$ cat src/rtl/sd_cmd_framer.sv
// rtl/sd_cmd_framer.sv - SD SPI-mode command framer: sends a 6-byte frame, polls for R1, releases the card
// Drives the spi byte engine one byte per spi_en and reports R1 with a done pulse.
module sd_cmd_framer #(
  parameter int MAX_POLL = 8
) (
  input  logic        clk,
  input  logic        reset,
  input  logic        cmd_start,
  input  logic [5:0]  cmd_index,
  input  logic [31:0] cmd_arg,
  output logic        busy,
  output logic        done,
  output logic [7:0]  r1,
  output logic        timeout,
  output logic        cs_n,
  output logic [7:0]  spi_tx,
  output logic        spi_en,
  input  logic [7:0]  spi_rx,
  input  logic        spi_done
);

  typedef enum logic [2:0] {
    IDLE, SEND, WAIT, POLL, PWAIT, TRAIL, TWAIT
  } state_t;

  state_t      state;
  logic [39:0] rest;
  logic [2:0]  n;
  logic [7:0]  cnt;
  logic [39:0] head;

  assign head = {2'b01, cmd_index, cmd_arg};

  function automatic logic [6:0] crc7(input logic [39:0] d);
    logic [6:0] c;
    logic       fb;
    c = '0;
    for (int i = 39; i >= 0; i--) begin
      fb = d[i] ^ c[6];
      c  = {c[5:0], 1'b0};
      if (fb) c = c ^ 7'h09;
    end
    return c;
  endfunction

  always_ff @(posedge clk) begin
    if (!reset) begin
      state   <= IDLE;
      busy    <= 1'b0;
      done    <= 1'b0;
      r1      <= 8'hFF;
      timeout <= 1'b0;
      cs_n    <= 1'b1;
      spi_en  <= 1'b0;
      spi_tx  <= 8'hFF;
      rest    <= '0;
      n       <= '0;
      cnt     <= '0;
    end else begin
      spi_en <= 1'b0;
      done   <= 1'b0;
      case (state)
        IDLE: begin
          if (cmd_start) begin
            // B1..B5 are queued here; B0 goes out immediately.
            rest    <= {cmd_arg, crc7(head), 1'b1};
            spi_tx  <= head[39:32];
            spi_en  <= 1'b1;
            cs_n    <= 1'b0;
            busy    <= 1'b1;
            r1      <= 8'hFF;
            timeout <= 1'b0;
            n       <= 3'd0;
            state   <= SEND;
          end
        end
        SEND: state <= WAIT;
        WAIT: begin
          if (spi_done) begin
            spi_en <= 1'b1;
            if (n == 3'd5) begin
              spi_tx <= 8'hFF;
              cnt    <= 8'd1;
              state  <= POLL;
            end else begin
              spi_tx <= rest[39:32];
              rest   <= {rest[31:0], 8'h00};
              n      <= n + 3'd1;
              state  <= SEND;
            end
          end
        end
        POLL: state <= PWAIT;
        PWAIT: begin
          if (spi_done) begin
            if (!spi_rx[7] || cnt == 8'(MAX_POLL)) begin
              r1      <= spi_rx[7] ? 8'hFF : spi_rx;
              timeout <= spi_rx[7];
              // Card is deselected for the trailing release byte.
              cs_n    <= 1'b1;
              spi_tx  <= 8'hFF;
              spi_en  <= 1'b1;
              state   <= TRAIL;
            end else begin
              spi_en <= 1'b1;
              cnt    <= cnt + 8'd1;
              state  <= POLL;
            end
          end
        end
        TRAIL: state <= TWAIT;
        TWAIT: begin
          if (spi_done) begin
            done  <= 1'b1;
            busy  <= 1'b0;
            state <= IDLE;
          end
        end
        default: state <= IDLE;
      endcase
    end
  end

endmodule

$ cat config.mk
export PLATFORM = sky130hd
export DESIGN_NAME = sd_cmd_framer
export DESIGN_NICKNAME = d
export VERILOG_FILES = /design/src/rtl/sd_cmd_framer.sv
export SDC_FILE = /design/constraint.sdc
export NUM_CORES = 1
export LEC_CHECK = 0
export ABC_CLOCK_PERIOD_IN_PS = 3300
export CAP_MARGIN = 20
export CORE_UTILIZATION = 54
export CTS_BUF_LIST = sky130_fd_sc_hd__clkbuf_2 sky130_fd_sc_hd__clkbuf_4 sky130_fd_sc_hd__clkbuf_8
export CTS_CLUSTER_DIAMETER = 100
export DETAILED_ROUTE_END_ITERATION = 6
export PLACE_DENSITY = 0.83
export SLEW_MARGIN = 40
export SYNTH_ARGS = -nofsm -noshare
export SYNTH_HDL_FRONTEND = slang
export SYNTH_SLANG_ARGS = --single-unit
$ cat constraint.sdc
create_clock -name clk -period 3.3 [get_ports clk]
set_input_delay 0.495 -clock clk [delete_from_list [all_inputs] [get_ports clk]]
set_output_delay 0.495 -clock clk [all_outputs]
set_load 0.01 [all_outputs]
==> results.md <==
- Core Area: 0.00683 mm2
- Period minus WS final: 2.81 ns
- #FFs+latches synth: 75
- Post-CTS Setup Bufs: 0
- Leak: 1.86 nW
- Syn_nets: 512
- Vias/cell: 5.52
- Num CTS Buffers: 9
- Slew headroom: 57.2%
- Crit end category: register
- Setup violations, final: 0
- Hold WS: 0.470 ns
- Resize count post-CTS: 0
- Total net switching power: 939 uW
- VDD IR max: 0.000430 V
- Initial drt markers: 210
- Die ar.: 0.00745 mm2
- Clk_lat worst skew: 0.34 ns
- Total GRT Usage: 26.1%
- Num ports: 71
- Dpl hpwl: 6660 um
- Slew @ Worst Pin: 0.638 ns
- Drt pass-1 iters: 4
- DRC viols: 0
- Clock Power Share: 22.8%
- Grt ovf: 0
- Sequential Power Share: 38.7%
- Routed vias: 3433
- Power density over cell area: 585 mW/mm2
- Cell variety after synth: 39
- Overall power: 2.82 mW
- Period Utilization, post-route: 85.3%
- Comb power frac: 38.5%
- Vias in the first global route: 3136
- Largest net degree at the start of global routing: 44
- DIE WIDTH: 86.3 um
- RSZ-0062 raised after global routing: no
- Syn Std Cell Area: 0.00384 mm2
- Status: finished clean
- Sw frac: 33.3%
- Clk sink count: 75
- Fmax: 355 MHz
- Int Pwr: 1.88 mW
- Starting Density: 56.2%
- Commonest non-fill, non-tap cell in the layout: nand2_1
- WP data required: 3.52 ns
- Commonest non-fill, non-tap cells in the layout: 97 x nand2_1, 75 x dfxtp_1, 70 x clkdlybuf4s50_1
- Wire per inst: 14.7 um
- Final core utilization: 70.5%
- Max-slew violations: 0
- Fin. Hold Viols: 0
- Filler cell count: 555
- Layout overhead on the synthesized area: 25.6%
- Final ANT Viol Nets: 0
- Worst-path clk slew: 0.08 ns
- Number of cell rows: 30
- Avg Inst Size Synth: 8.38 um2
- TritonCTS clock tree: yes
- Hold buffer count at cts: 0
- Gate Count Post-Synth: 458
- # diodes: 0
- Setup TNS: 0 ns
- Fin nets: 576
- First-pass GRT wire length: 15100 um
- Critical Path Start Type: input port
- Warnings from Yosys: 0
- Routability cong.: 0.846
- Max Cap Viol: 0
- Routed WL: 9130 um
- Critical path class: input port to register
- DP Area: 0.00464 mm2
- CTS Root Cell: clkbuf_8
- WP data arrival: 3.04 ns
- Number of I/O port buffers: 70
- CTS H-tree lvls: 3
- Clock skew: 0.0137 ns
- Post-route cell area: 0.00482 mm2
- Hold Path Class: register to register
- Initial antenna violation count: 0
- Die height: 86.3 um
- Clk buf depth: 2
- Critical Path Fanout Max: 3
- Seq/Total Area, Yosys: 39.1%
- Share of cells above drive strength 1: 5.13%
per-layer routing:
layer | global-route usage [%] | vias up | routed length [um]
li1 | - | 1705 | -
met1 | 36.2 | 1593 | 4240
met2 | 40.7 | 124 | 4240
met3 | 3.71 | 11 | 514
met4 | 11.2 | 0 | 138
met5 | 0 | - | 0
cell type report:
cell class	instances	area [um2]	share of cell area, %
clock buffer	11	151	3.14
clock inverter	4	26.3	0.545
inverter	7	26.3	0.545
multi-input combinational	350	2210	45.9
sequential	75	1500	31.2
tap	96	120	2.49
timing repair buffer	79	781	16.2
kinds of logic after synthesis:
logic type	count (synthesis)	synth area share, %
xor gates and xnor gates	77	20.5
and+or+nand+nor	181	19.4
buffers and inverters	33	3.23
AOI/OAI and AO/OA	87	16.2
DFF	75	39.1
muxes	1	0.261
adders and majority gates	4	1.30
Yosys cell counts:
cell,count,area [um2]
nand2_1,97,364
nor3b_1,2,15.0
and2_1,2,12.5
nand4_1,5,31.3
ha_1,4,50.1
nor2_1,55,206
nor4b_1,1,8.76
or3_1,1,6.26
nor3_1,4,20.0
a31oi_1,2,12.5
a21oi_1,10,50.1
and3_1,3,18.8
o211ai_1,6,45.0
mux2i_1,1,10.0
xor2_1,17,149
xor3_1,1,23.8
xor2_2,1,16.3
a2bb2oi_1,1,8.76
a211oi_1,2,15.0
a311oi_1,32,280
buf_1,3,11.3
clkbuf_1,23,86.3
xnor2_2,1,16.3
o21a_1,1,7.51
o21ai_1,3,15.0
nor4_1,1,6.26
dfxtp_1,75,1500
o22ai_1,14,87.6
o211a_1,1,10.0
nand2b_1,2,12.5
nand3_1,7,35.0
inv_1,7,26.3
a22oi_1,1,7.51
a221o_1,1,10.0
xnor2_1,51,447
xnor3_1,6,135
a211o_1,2,17.5
nor2b_1,1,6.26
o21ai_0,11,55.1
critical path, stage by stage:
cell and delay, ns:
clkdlybuf4s50_1 0.58, xor2_2 0.22, xnor3_1 0.41, xnor2_2 0.22, xnor3_1 0.46, xor3_1 0.41
a22oi_1 0.18, nor2_1 0.06
worst paths after layout:
path | startpoint | to | slack [ns] | cells after the start
min reg2reg | r1[4]$_SDFFE_PN1P_ | r1[4]$_SDFFE_PN1P_ | 0.47 | 2
max reg2reg | cnt[0]$_SDFFE_PN0P_ | cnt[7]$_SDFFE_PN0P_ | 0.87 | 10
max | cmd_index[2] | rest[3]$_SDFFE_PN0P_ | 0.49 | 8
min | r1[4]$_SDFFE_PN1P_ | r1[4]$_SDFFE_PN1P_ | 0.47 | 2
state kept, by name, summed over array words and instances, names as in the netlist:
name,count
rest,40
cnt,8
r1,8
spi_tx,8
n,3
state,3
busy,1
cs_n,1
done,1
spi_en,1
timeout,1
stage by stage:
step	std cells	setup slack [ns]
after floorplan	458	0.870
after global placement	607	0.222
after detailed placement	607	0.130
after CTS	622	0.490
after global routing	622	0.321
final	622	0.486
power groups by stage:
stage	clock (mW)	sequential, mW	combinational [mW]
2_1_floorplan	0	1.09	0.805
3_3_place_gp	0	1.11	1.06
3_5_place_dp	0	1.11	1.07
4_1_cts	0.657	1.09	1.08
5_1_grt	0.689	1.10	1.19
6_report	0.643	1.09	1.09
Power figures use the tool's default switching activity.
